==> src/rtl/pcc_enc_pkg.sv <==
// pcc_enc_pkg: shared sizes, encoder state enum and popcount width helper for the pcc vote encoder.
package pcc_enc_pkg;
  localparam int N_POS_D  = 2;
  localparam int N_NEG_D  = 6;
  localparam int FEAT_W_D = 8;
  localparam int N_TOT    = N_POS_D + N_NEG_D;
  localparam int IDX_W    = $clog2(N_TOT);
  typedef enum logic {COLLECT, HOLD} state_t;
  function automatic int cnt_w(input int n);
    return $clog2(n + 1);
  endfunction
endpackage

==> src/rtl/pcc_popcount.sv <==
// pcc_popcount: combinational count of set bits in a W-bit vector.
module pcc_popcount
  import pcc_enc_pkg::*;
#(
  parameter int W = 2,
  localparam int CW = cnt_w(W)
) (
  input  logic [W-1:0]  bits,
  output logic [CW-1:0] cnt
);
  always_comb begin
    cnt = '0;
    for (int i = 0; i < W; i++) cnt = cnt + CW'(bits[i]);
  end
endmodule

==> src/rtl/pcc_vote_encoder.sv <==
// pcc_vote_encoder: thresholds a frame of feature samples into pos/neg vote vectors behind a valid/ready handshake.
// Define PCC_ENC_DECISION_EN to add the registered popcount(pos) >= popcount(neg) decision output.
module pcc_vote_encoder
  import pcc_enc_pkg::*;
#(
  parameter int N_POS  = N_POS_D,
  parameter int N_NEG  = N_NEG_D,
  parameter int FEAT_W = FEAT_W_D,
  localparam int NT = N_POS + N_NEG,
  localparam int IW = $clog2(NT)
) (
  input  logic              clk,
  input  logic              rst,
  input  logic              cfg_we,
  input  logic [IW-1:0]     cfg_idx,
  input  logic [FEAT_W-1:0] cfg_thr,
  input  logic              s_valid,
  output logic              s_ready,
  input  logic [FEAT_W-1:0] s_data,
  input  logic              s_last,
  output logic              m_valid,
  input  logic              m_ready,
  output logic [N_POS-1:0]  m_pos,
  output logic [N_NEG-1:0]  m_neg,
  output logic              m_decision,
  output logic              frame_err
);
  state_t            state_q, state_d;
  logic [IW-1:0]     idx_q, idx_d;
  logic [NT-1:0]     votes_q, votes_d;
  logic              m_valid_q, m_valid_d;
  logic [N_POS-1:0]  pos_q, pos_d;
  logic [N_NEG-1:0]  neg_q, neg_d;
  logic              err_q, err_d;
  logic [FEAT_W-1:0] thr_q [NT];
  logic              acc;
  assign s_ready   = (state_q == COLLECT) && !rst;
  assign acc       = s_valid && s_ready;
  assign m_valid   = m_valid_q;
  assign m_pos     = pos_q;
  assign m_neg     = neg_q;
  assign frame_err = err_q;
  always_comb begin
    state_d   = state_q;
    idx_d     = idx_q;
    votes_d   = votes_q;
    m_valid_d = m_valid_q;
    pos_d     = pos_q;
    neg_d     = neg_q;
    err_d     = err_q;
    if (acc) begin
      votes_d[idx_q] = s_data >= thr_q[idx_q];
      idx_d = idx_q + IW'(1);
      // s_last must coincide exactly with the final index, otherwise the frame is dropped
      if (s_last != (idx_q == IW'(NT - 1))) begin
        err_d = 1'b1;
        idx_d = '0;
      end else if (s_last) begin
        pos_d     = votes_d[N_POS-1:0];
        neg_d     = votes_d[NT-1:N_POS];
        m_valid_d = 1'b1;
        idx_d     = '0;
        state_d   = HOLD;
      end
    end
    if (state_q == HOLD && m_ready) begin
      m_valid_d = 1'b0;
      state_d   = COLLECT;
    end
  end
  always_ff @(posedge clk) begin
    if (rst) begin
      state_q   <= COLLECT;
      idx_q     <= '0;
      votes_q   <= '0;
      m_valid_q <= 1'b0;
      pos_q     <= '0;
      neg_q     <= '0;
      err_q     <= 1'b0;
      for (int i = 0; i < NT; i++) thr_q[i] <= '0;
    end else begin
      state_q   <= state_d;
      idx_q     <= idx_d;
      votes_q   <= votes_d;
      m_valid_q <= m_valid_d;
      pos_q     <= pos_d;
      neg_q     <= neg_d;
      err_q     <= err_d;
      if (cfg_we && int'(cfg_idx) < NT) thr_q[cfg_idx] <= cfg_thr;
    end
  end
`ifdef PCC_ENC_DECISION_EN
  localparam int PW = cnt_w(N_POS);
  localparam int NW = cnt_w(N_NEG);
  localparam int CW = (PW > NW) ? PW : NW;
  logic [PW-1:0] pc_pos;
  logic [NW-1:0] pc_neg;
  logic          dec_q, dec_d;
  pcc_popcount #(.W(N_POS)) u_pc_pos (.bits(votes_d[N_POS-1:0]), .cnt(pc_pos));
  pcc_popcount #(.W(N_NEG)) u_pc_neg (.bits(votes_d[NT-1:N_POS]), .cnt(pc_neg));
  always_comb dec_d = (state_q == COLLECT && state_d == HOLD) ? (CW'(pc_pos) >= CW'(pc_neg)) : dec_q;
  always_ff @(posedge clk) dec_q <= rst ? 1'b0 : dec_d;
  assign m_decision = dec_q;
`else
  assign m_decision = 1'b0;
`endif
endmodule

==> config.mk <==
export PLATFORM = sky130hd
export DESIGN_NAME = pcc_vote_encoder
export DESIGN_NICKNAME = d
export VERILOG_FILES = /design/src/rtl/pcc_enc_pkg.sv /design/src/rtl/pcc_popcount.sv /design/src/rtl/pcc_vote_encoder.sv
export SDC_FILE = /design/constraint.sdc
export NUM_CORES = 1
export LEC_CHECK = 0
export BUFFER_PORTS_ARGS = -buffer_cell sky130_fd_sc_hd__buf_2
export CAP_MARGIN = 40
export CORE_MARGIN = 4
export CORE_UTILIZATION = 37
export CTS_BUF_LIST = sky130_fd_sc_hd__clkbuf_8
export DETAILED_ROUTE_END_ITERATION = 7
export GPL_TIMING_DRIVEN = 0
export PLACE_DENSITY = 0.52
export SLEW_MARGIN = 40
export SYNTH_ARGS = -nofsm -noshare
export SYNTH_HDL_FRONTEND = slang
export SYNTH_HIERARCHICAL = 1
export SYNTH_SLANG_ARGS = --single-unit
export TNS_END_PERCENT = 50
==> constraint.sdc <==
create_clock -name clk -period 3 [get_ports clk]
set_input_delay 0.15 -clock clk [delete_from_list [all_inputs] [get_ports clk]]
set_output_delay 0.15 -clock clk [all_outputs]
set_load 0.05 [all_outputs]
==> impl_metrics.py, run 1 <==
metrics = {
    "timing": {
        "hold_slack_ns": 0.04561,
        "finalSetupViolations": 0,
        "final_hold_fails": 0,
        "period_utilization": 0.9454,
        "totalNegativeSetupSlack_ns": 0,
        "clock_skew_ns": 0.009387,
        "worst_pin_slew_ns": 0.7915,
        "slew_violations": 0,
        "max_slew_headroom_at_the_worst_pin": 0.4704,
        "period_minus_slack_ns": 2.836,
        "fmax_mhz": 352.6,
        "grt_setup_unrepaired": "false",
    },
    "clock_tree": {
        "cts.clk_slew.worst_paths_ns": 0.09,
        "ctsHoldBuffers": 0,
        "cts_root_buffer": "sky130_fd_sc_hd__clkbuf_8",
        "cts_sinks": 88,
        "worstSkewPairLatency_ns": 0.36,
        "cts_buffers": 9,
        "tritoncts_clock_tree": "built",
        "clk_path_buf_depth": 2,
        "h-tree-depth": 3,
    },
    "route": {
        "route.antenna.remaining_nets": 0,
        "detailedRoute.firstPassIterationCount": 4,
        "vias": 2704,
        "detail_route.iter0.violations": 163,
        "remaining_drc_errors": 0,
        "drt_wl_total_um": 9871,
        "post_drt_via_cell_ratio": 5.190,
        "wl_per_cell_um": 18.95,
    },
    "global_routing": {
        "grt_pass1_vias": 2758,
        "grt_antenna_before_repair": 0,
        "grt_util_all_layers": 0.1607,
        "grt_pass1_wl_um": 15500,
        "pin_count_of_the_biggest_net_entering_global_routing": 15,
        "gr-total-overflow": 0,
    },
    "logic_synthesis": {
        "yosys_warnings": 6,
        "synth-async-reset-ratio": 0,
        "simple_gate_portion_of_the_synthesized_area": 0.2132,
        "synth.ff_latch_count": 88,
        "synth_ff_type": "sky130_fd_sc_hd__edfxtp_1",
        "synth_compound_gate_area_share": 0.05441,
        "synth-edff-count": 64,
        "yosys.area_share.xor_xnor": 0,
        "synth_nets": 367,
        "syn_area_um2": 4232,
        "per_instance_average_area_after_synthesis_um2": 12.78,
        "synth.lib_cells_used.distinct": 43,
        "share_of_synthesized_area_spent_on_multiplexers": 0.1044,
        "post_synth_fa_ha_maj_area_fraction": 0.03253,
        "synth_top_family_by_area": "simple AND/OR/NAND/NOR gates",
        "yosysSeqAreaShare": 0.5677,
        "postSynthCellCount": 331,
    },
    "placed_design": {
        "placement.cell_area_um2": 4601,
        "place.port_buffers": 35,
        "dp.final_hpwl_um": 6874,
        "gp_routability_congestion": 0.7466,
    },
    "floorplan": {
        "core_area_um2": 11030,
        "dieWidth_um": 114.9,
        "die_area_um2": 13210,
        "floorplan.rows": 38,
        "dieHeight_um": 114.9,
        "floorplan.initialDensity": 0.3836,
        "io_pins": 37,
    },
    "critical_path": {
        "path_cells": "buf_4 > buf_6 > mux4_2 > mux2i_1 > ha_1 > o21ai_0 > nor2_1 > o211ai_1 > buf_2 > a31oi_1",
        "worst_r2r_path_depth": 10,
        "reg2reg_slack_ns": 0.16,
        "worstSetupPathType": "reg -> reg",
        "critical_path_required_ns": 3.24,
        "worst_ep_arrival_time_ns": 3.08,
        "critical_path_peak_fanout": 10,
        "critical_path.startpoint_type": "register",
        "library_cell_contributing_the_largest_single_delay_on_the_critical_path": "sky130_fd_sc_hd__mux4_2",
        "timing.rr.end": "m_neg[2]",
        "max_stage_delay_ns": 0.53,
        "cp-end-kind": "register",
    },
    "final_layout": {
        "finalInstanceArea_um2": 4817,
        "flow.area_growth_from_synthesis_pct": 13.84,
        "final_common_cell": "sky130_fd_sc_hd__and2_1",
        "layout-drive-gt1-share": 0.2520,
        "diodes": 0,
        "layout_common_cells": "sky130_fd_sc_hd__and2_1 (71), sky130_fd_sc_hd__edfxtp_1 (64), sky130_fd_sc_hd__buf_2 (40)",
        "fin_nets": 412,
    },
    "job": {
        "count_of_maximum_capacitance_violations": 0,
    },
    "power_and_ir_drop": {
        "peakVddDrop_v": 0.0002723,
        "powerDensity_nw_per_um2": 515.5,
        "static_power_due_to_leakage_nw": 1.789,
    },
    "worst_hold_path": {
        "worst_hold_path.endpoint": "m_valid",
        "worst_hold_path_type": "in -> reg",
        "timing.hold.worst_path_depth": 3,
        "worstHoldStart": "m_ready",
    },
    "status": {
        "outcome": "completed",
    },
}
==> metrics by stage <==
stage               setup WS, ns    util  instances  total power [mW]
floorplan                 0.4988       -        331             1.535
global placement         -0.2187  0.4154        506             1.618
detailed placement       -0.2292  0.4171        506             1.625
CTS                      0.02833  0.4365        522             2.507
global route             0.05096  0.4367        521             2.577
finish                    0.1638  0.4367        521             2.483
==> synthesized netlist by cell type, types with 2 or more instances <==
master | n | share of area
sky130_fd_sc_hd__and2_1 | 71 | 0.10
sky130_fd_sc_hd__edfxtp_1 | 64 | 0.45
sky130_fd_sc_hd__dfxtp_1 | 24 | 0.11
sky130_fd_sc_hd__nor2_1 | 17 | 0.015
sky130_fd_sc_hd__a31oi_1 | 16 | 0.024
sky130_fd_sc_hd__mux4_2 | 16 | 0.085
sky130_fd_sc_hd__nor3_1 | 12 | 0.014
sky130_fd_sc_hd__ha_1 | 11 | 0.033
sky130_fd_sc_hd__o21bai_1 | 8 | 0.014
sky130_fd_sc_hd__or2_2 | 8 | 0.012
sky130_fd_sc_hd__mux2i_1 | 7 | 0.017
sky130_fd_sc_hd__nand2_1 | 7 | 0.0062
sky130_fd_sc_hd__or3_1 | 7 | 0.010
sky130_fd_sc_hd__a21oi_1 | 5 | 0.0059
sky130_fd_sc_hd__buf_2 | 5 | 0.0059
sky130_fd_sc_hd__clkbuf_1 | 5 | 0.0044
sky130_fd_sc_hd__nand3_1 | 5 | 0.0059
sky130_fd_sc_hd__o21ai_0 | 5 | 0.0059
sky130_fd_sc_hd__nor3b_1 | 4 | 0.0071
sky130_fd_sc_hd__and3b_1 | 3 | 0.0062
sky130_fd_sc_hd__buf_4 | 3 | 0.0053
sky130_fd_sc_hd__inv_1 | 3 | 0.0027
sky130_fd_sc_hd__buf_6 | 2 | 0.0053
sky130_fd_sc_hd__clkbuf_2 | 2 | 0.0024
sky130_fd_sc_hd__nand2b_1 | 2 | 0.0030
sky130_fd_sc_hd__nand3b_1 | 2 | 0.0035
==> routing by layer <==
layer	GRT usage	up-vias	wire length [um]
met1	0.2090	1322	4579
met3	0.02947	15	361
met4	0.05869	0	162
met5	0	-	0
li1	-	1309	-
met2	0.2689	58	4768
==> how the worst max path moves through the flow <==
stage | start | end | slack [ns]
finish | register | m_neg[2] | 0.16
global route | register | votes_q[6] | 0.05
CTS | register | m_neg[2] | 0.03
detailed placement | register | m_neg[0] | -0.23
global placement | register | m_neg[2] | -0.22
floorplan | register | m_neg[0] | 0.50
==> flip-flops by register name, indices dropped and copies added, names as in the netlist, named ones only <==
name / cells
m_valid: 1
thr_q: 64
frame_err: 1
idx_q: 3
m_pos: 2
m_neg: 6
votes_q: 8
==> timing repair <==
item / in CTS / in global routing
pin swaps: 1 / 0
setup endpoints to repair: 15 / 15
buffers inserted: 1 / 0
resized for setup: 0 / 2
==> kinds of logic (layout without fill, tap and decap cells) <==
logic type      Yosys count  count (layout)
simple gates            149             149
flops                    88              88
compound gates           37              37
mux                      24              24
buf+inv                  21              71
fa+ha+maj                11              11
other cells               1               1
==> final cells by class <==
type                            instances  area (um2)
Inverter                                3       11.26
Clock buffer                            9       123.9
Tap cell                              140       175.2
Timing Repair Buffer                   36       182.7
Buffer                                 16       95.09
Sequential cell                        88        2402
Clock inverter                          7       86.33
Fill cell                            1057        6213
Multi-Input combinational cell        222        1740
==> worst max-delay path: cells and delay by family (launching register included) <==
kind / cells / cell delay, ns
buffers and inverters: 3 / 0.71
adders and majority gates: 1 / 0.29
AOI/OAI and AO/OA: 3 / 0.52
and+or+nand+nor: 1 / 0.07
DFF: 1 / 0.32
muxes: 2 / 0.80
==> power by group <==
group / internal (mW) / total [mW] / switching [mW]
clock: 0.461 / 0.889 / 0.428
sequential: 1.36 / 1.37 / 0.0150
combinational: 0.0879 / 0.219 / 0.132
total: 1.91 / 2.48 / 0.575
Power figures use the tool's default switching activity.
==> run 2: changes to the inputs <==
--- a/config.mk
+++ b/config.mk
@@ -11,7 +11,7 @@
 export CORE_UTILIZATION = 37
 export CTS_BUF_LIST = sky130_fd_sc_hd__clkbuf_8
 export DETAILED_ROUTE_END_ITERATION = 7
-export GPL_TIMING_DRIVEN = 0
+export GPL_TIMING_DRIVEN = 1
 export PLACE_DENSITY = 0.52
 export SLEW_MARGIN = 40
 export SYNTH_ARGS = -nofsm -noshare
==> impl_metrics.py, run 2 (synthesis gave the netlist of run 1 again) <==
metrics = {
    "power_and_ir_drop": {
        "static_power_due_to_leakage_nw": 1.766,
        "seq_power_share": 0.582,
        "power_mw": 2.369,
        "powerDensity_nw_per_um2": 498.6,
        "netSwitchingFraction": 0.2338,
        "combPwrFrac": 0.086,
        "internal_power_mw": 1.815,
        "peakVddDrop_v": 0.0001862,
        "p_sw_mw": 0.5539,
        "clock_power_share": 0.333,
    },
    "clock_tree": {
        "h-tree-depth": 3,
        "tritoncts_clock_tree": "built",
        "ctsHoldBuffers": 0,
        "cts.clk_slew.worst_paths_ns": 0.08,
        "cts_buffers": 9,
        "cts_sinks": 88,
        "cts_root_buffer": "sky130_fd_sc_hd__clkbuf_8",
        "clk_path_buf_depth": 2,
        "worstSkewPairLatency_ns": 0.36,
        "cts.repair.resized": 0,
        "cts.repair_timing.setup_buffer_count": 0,
    },
    "timing": {
        "fmax_mhz": 407.5,
        "grt_setup_unrepaired": "false",
        "totalNegativeSetupSlack_ns": 0,
        "final_hold_fails": 0,
        "hold_slack_ns": 0.03691,
        "worst_pin_slew_ns": 0.5275,
        "finalSetupViolations": 0,
        "period_utilization": 0.8181,
        "period_minus_slack_ns": 2.454,
        "max_slew_headroom_at_the_worst_pin": 0.6464,
        "slew_violations": 0,
        "fin_ws_ns": 0.5458,
        "clock_skew_ns": 0.008671,
    },
    "floorplan": {
        "dieWidth_um": 114.9,
        "dieHeight_um": 114.9,
        "floorplan.rows": 38,
        "die_area_um2": 13210,
        "core_area_um2": 11030,
        "io_pins": 37,
        "floorplan.initialDensity": 0.3836,
    },
    "critical_path": {
        "timing.rr.end": "m_neg[2]",
        "worst_ep_arrival_time_ns": 2.70,
        "reg2reg_slack_ns": 0.55,
        "cp-end-kind": "register",
        "worst_r2r_path_depth": 9,
        "worstSetupPathType": "reg -> reg",
        "critical_path_required_ns": 3.24,
        "critical_path.startpoint_type": "register",
        "critical_path_peak_fanout": 16,
    },
    "final_layout": {
        "top_register": "thr_q",
        "final_common_cell": "sky130_fd_sc_hd__and2_1",
        "flow.area_growth_from_synthesis_pct": 12.27,
        "diodes": 0,
        "layout-drive-gt1-share": 0.2380,
        "num-fill-cells": 1035,
        "fin_nets": 406,
        "largest_reg_flops": 64,
        "layout_common_cells": "sky130_fd_sc_hd__and2_1 (71), sky130_fd_sc_hd__edfxtp_1 (64), sky130_fd_sc_hd__buf_2 (35)",
    },
    "route": {
        "route.antenna.remaining_nets": 0,
        "remaining_drc_errors": 0,
        "wl_per_cell_um": 17.31,
        "detail_route.iter0.violations": 184,
        "post_drt_via_cell_ratio": 5.008,
        "drt_wl_total_um": 8897,
        "detailedRoute.firstPassIterationCount": 4,
        "vias": 2574,
    },
    "status": {
        "outcome": "completed",
    },
    "job": {
        "count_of_maximum_capacitance_violations": 0,
    },
    "worst_hold_path": {
        "timing.hold.worst_path_depth": 3,
        "worst_hold_path_type": "in -> reg",
        "worst_hold_path.endpoint": "m_valid",
        "worstHoldStart": "m_ready",
    },
    "global_routing": {
        "gr-total-overflow": 0,
        "grt_pass1_wl_um": 14550,
        "grt_util_all_layers": 0.1468,
        "grt_pass1_vias": 2750,
        "grt_antenna_before_repair": 0,
        "pin_count_of_the_biggest_net_entering_global_routing": 26,
    },
    "placed_design": {
        "dp.final_hpwl_um": 6248,
        "gp_routability_congestion": 0.7146,
        "place_worst_setup_slack_ns": 0.5270,
        "place.port_buffers": 35,
    },
}
run 2: routing by layer:
metal | global-route usage | part of all wire | up-vias
met5 | 0 | 0 | -
met4 | 0.05947 | 0.021 | 0
met3 | 0.03158 | 0.037 | 12
met2 | 0.2488 | 0.50 | 49
met1 | 0.1824 | 0.44 | 1221
li1 | - | - | 1292
run 2: per-stage QoR:
step | utilization | cell area (um2) | instances
floorplan | - | 4232 | 331
global placement | 0.4147 | 4574 | 499
detailed placement | 0.4147 | 4574 | 499
CTS | 0.4307 | 4751 | 514
global route | 0.4307 | 4751 | 514
finish | 0.4307 | 4751 | 514
run 2: worst max-delay path by stage:
stage / endpoint / slack [ns] / cells past startpoint
6_report: m_neg[2] / 0.55 / 9
5_1_grt: m_neg[5] / 0.39 / 9
4_1_cts: m_neg[2] / 0.51 / 9
3_5_place_dp: m_neg[2] / 0.53 / 9
3_3_place_gp: votes_q[4] / 0.55 / 9
2_1_floorplan: m_neg[0] / 0.50 / 10
run 2: power groups by stage:
stage               combinational (mW)  sequential (mW)  clock, mW
floorplan                        0.137             1.40          0
global placement                 0.207             1.41          0
detailed placement               0.208             1.41          0
finish                           0.203             1.38      0.788
CTS                              0.209             1.38      0.807
global route                     0.227             1.38      0.857
run 2: area by class of cell:
class                      count  area, um2  share of cell area
sequential                    88       2402              0.5057
multi-input combinational    222       1715              0.3611
timing repair buffer          46      270.3             0.05689
tap                          140      175.2             0.03687
clock buffer                   9      123.9             0.02607
clock inverter                 6      52.55             0.01106
inverter                       3      11.26            0.002370
run 2: worst max-delay path, cell delays in order, from the launching register on:
cell and delay, ns:
sky130_fd_sc_hd__dfxtp_1 0.37, sky130_fd_sc_hd__buf_12 0.19, sky130_fd_sc_hd__mux4_2 0.54, sky130_fd_sc_hd__mux2_2 0.29, sky130_fd_sc_hd__ha_1 0.27, sky130_fd_sc_hd__nor2b_1 0.14, sky130_fd_sc_hd__o21ai_0 0.11, sky130_fd_sc_hd__o211ai_1 0.10
sky130_fd_sc_hd__buf_4 0.23, sky130_fd_sc_hd__a31oi_1 0.10
==> run 3: changes to the inputs <==
==> constraint.sdc (replaced) <==
create_clock -name clk -period 2.49 [get_ports clk]
set_input_delay 0.1245 -clock clk [delete_from_list [all_inputs] [get_ports clk]]
set_output_delay 0.1245 -clock clk [all_outputs]
set_load 0.05 [all_outputs]
==> impl_metrics.py, run 3 (synthesis gave the netlist of run 1 again) <==
metrics = {
    "timing": {
        "period_utilization": 0.9693,
        "finalSetupViolations": 0,
        "period_minus_slack_ns": 2.414,
        "hold_slack_ns": 0.1192,
        "slew_violations": 0,
        "worst_pin_slew_ns": 0.5321,
        "max_slew_headroom_at_the_worst_pin": 0.6432,
        "fin_ws_ns": 0.07633,
        "fmax_mhz": 414.3,
        "clock_skew_ns": 0.01291,
        "final_hold_fails": 0,
        "totalNegativeSetupSlack_ns": 0,
    },
    "final_layout": {
        "finalInstanceArea_um2": 4979,
        "diodes": 0,
        "top_register": "thr_q",
        "largest_reg_flops": 64,
        "fin_nets": 421,
        "layoutNonFillerInstCount": 530,
        "postLayoutCoreUtil": 0.4513,
        "final_common_cell": "sky130_fd_sc_hd__and2_1",
        "flow.area_growth_from_synthesis_pct": 17.65,
        "layout-drive-gt1-share": 0.2949,
        "layout_common_cells": "sky130_fd_sc_hd__and2_1 (71), sky130_fd_sc_hd__edfxtp_1 (64), sky130_fd_sc_hd__buf_2 (35)",
    },
    "worst_hold_path": {
        "worst_hold_path_type": "in -> reg",
        "timing.hold.worst_path_depth": 4,
    },
    "critical_path": {
        "critical_path.startpoint_type": "register",
        "critical_path_required_ns": 2.79,
        "timing.rr.end": "m_neg[3]",
        "worst_ep_arrival_time_ns": 2.71,
        "worstSetupPathType": "reg -> reg",
        "critical_path_peak_fanout": 8,
        "worst_r2r_path_depth": 10,
        "critical_path_endpoint": "m_neg[3]",
        "cp-end-kind": "register",
        "reg2reg_slack_ns": 0.08,
    },
    "global_routing": {
        "gr-total-overflow": 0,
        "grt_pass1_vias": 2651,
        "grt_util_all_layers": 0.1540,
        "pin_count_of_the_biggest_net_entering_global_routing": 24,
        "grt_pass1_wl_um": 15060,
        "grt_antenna_before_repair": 0,
    },
    "route": {
        "route.antenna.remaining_nets": 0,
        "remaining_drc_errors": 0,
        "wl_per_cell_um": 18.67,
        "detail_route.iter0.violations": 163,
        "drt_wl_total_um": 9897,
        "vias": 2698,
        "detailedRoute.firstPassIterationCount": 5,
        "post_drt_via_cell_ratio": 5.091,
    },
    "clock_tree": {
        "tritoncts_clock_tree": "built",
        "cts_sinks": 88,
        "clk_path_buf_depth": 2,
        "cts_root_buffer": "sky130_fd_sc_hd__clkbuf_8",
        "cts_buffers": 9,
        "h-tree-depth": 3,
        "cts.clk_slew.worst_paths_ns": 0.09,
        "worstSkewPairLatency_ns": 0.37,
    },
    "floorplan": {
        "dieHeight_um": 114.9,
        "core_area_um2": 11030,
        "io_pins": 37,
        "floorplan.initialDensity": 0.3836,
        "floorplan.rows": 38,
        "die_area_um2": 13210,
        "dieWidth_um": 114.9,
    },
    "placed_design": {
        "place_worst_setup_slack_ns": 0.03522,
        "dp.cells": 506,
        "gp_routability_congestion": 0.7397,
        "place.port_buffers": 35,
        "dp.final_hpwl_um": 6737,
        "placement.cell_area_um2": 4652,
    },
    "power_and_ir_drop": {
        "powerDensity_nw_per_um2": 579.3,
        "combPwrFrac": 0.102,
        "static_power_due_to_leakage_nw": 1.860,
        "clock_power_share": 0.321,
        "p_sw_mw": 0.7380,
        "power_mw": 2.884,
        "internal_power_mw": 2.146,
        "seq_power_share": 0.576,
        "netSwitchingFraction": 0.2559,
        "peakVddDrop_v": 0.0002700,
    },
    "status": {
        "outcome": "completed",
    },
    "job": {
        "count_of_maximum_capacitance_violations": 0,
    },
}
-- run 3: what timing repair did --
action,in CTS,in global routing
endpoints found under the setup margin,0,16
endpoints found under the hold margin,1,0
resized for setup,0,15
hold buffers,1,0
setup buffers,0,5
-- run 3: per-layer routing --
layer | GRT usage | up-vias | part of all wire
li1 | - | 1329 | -
met1 | 0.1987 | 1306 | 0.45
met2 | 0.2573 | 56 | 0.50
met3 | 0.03421 | 7 | 0.041
met4 | 0.05164 | 0 | 0.0087
met5 | 0 | - | 0
-- run 3: power by group through the flow --
stage	Sequential [mW]	Combinational [mW]	Clock, mW
after global routing	1.67	0.325	1.01
after global placement	1.70	0.270	0
after floorplan	1.68	0.165	0
after detailed placement	1.70	0.273	0
after CTS	1.66	0.275	0.961
final	1.66	0.295	0.927
-- run 3: worst max-delay path, cell delays in order, from the launching register on --
cell	delay, ns
sky130_fd_sc_hd__dfxtp_4	0.38
sky130_fd_sc_hd__buf_12	0.15
sky130_fd_sc_hd__mux4_2	0.52
sky130_fd_sc_hd__mux2_2	0.31
sky130_fd_sc_hd__ha_4	0.28
sky130_fd_sc_hd__nor2b_2	0.04
sky130_fd_sc_hd__o21ai_1	0.11
sky130_fd_sc_hd__o211ai_1	0.09
sky130_fd_sc_hd__buf_4	0.16
sky130_fd_sc_hd__clkbuf_16	0.16
sky130_fd_sc_hd__a31oi_4	0.14
-- run 3: worst min path at each step --
stage          endpoint  slack [ns]  startpoint
2_1_floorplan   m_valid        0.31     m_ready
3_3_place_gp    m_valid        0.39     m_ready
3_5_place_dp    m_valid        0.39     m_ready
4_1_cts        register        0.09      s_last
5_1_grt        idx_q[2]        0.13      s_last
6_report       register        0.12      s_last
-- run 3: cell type report --
class / count / area, um2
inverter: 3 / 11.26
clock inverter: 7 / 56.30
tap: 140 / 175.2
fill: 1038 / 6052
clock buffer: 9 / 123.9
sequential: 88 / 2406
multi-input combinational: 222 / 1769
timing repair buffer: 61 / 436.7
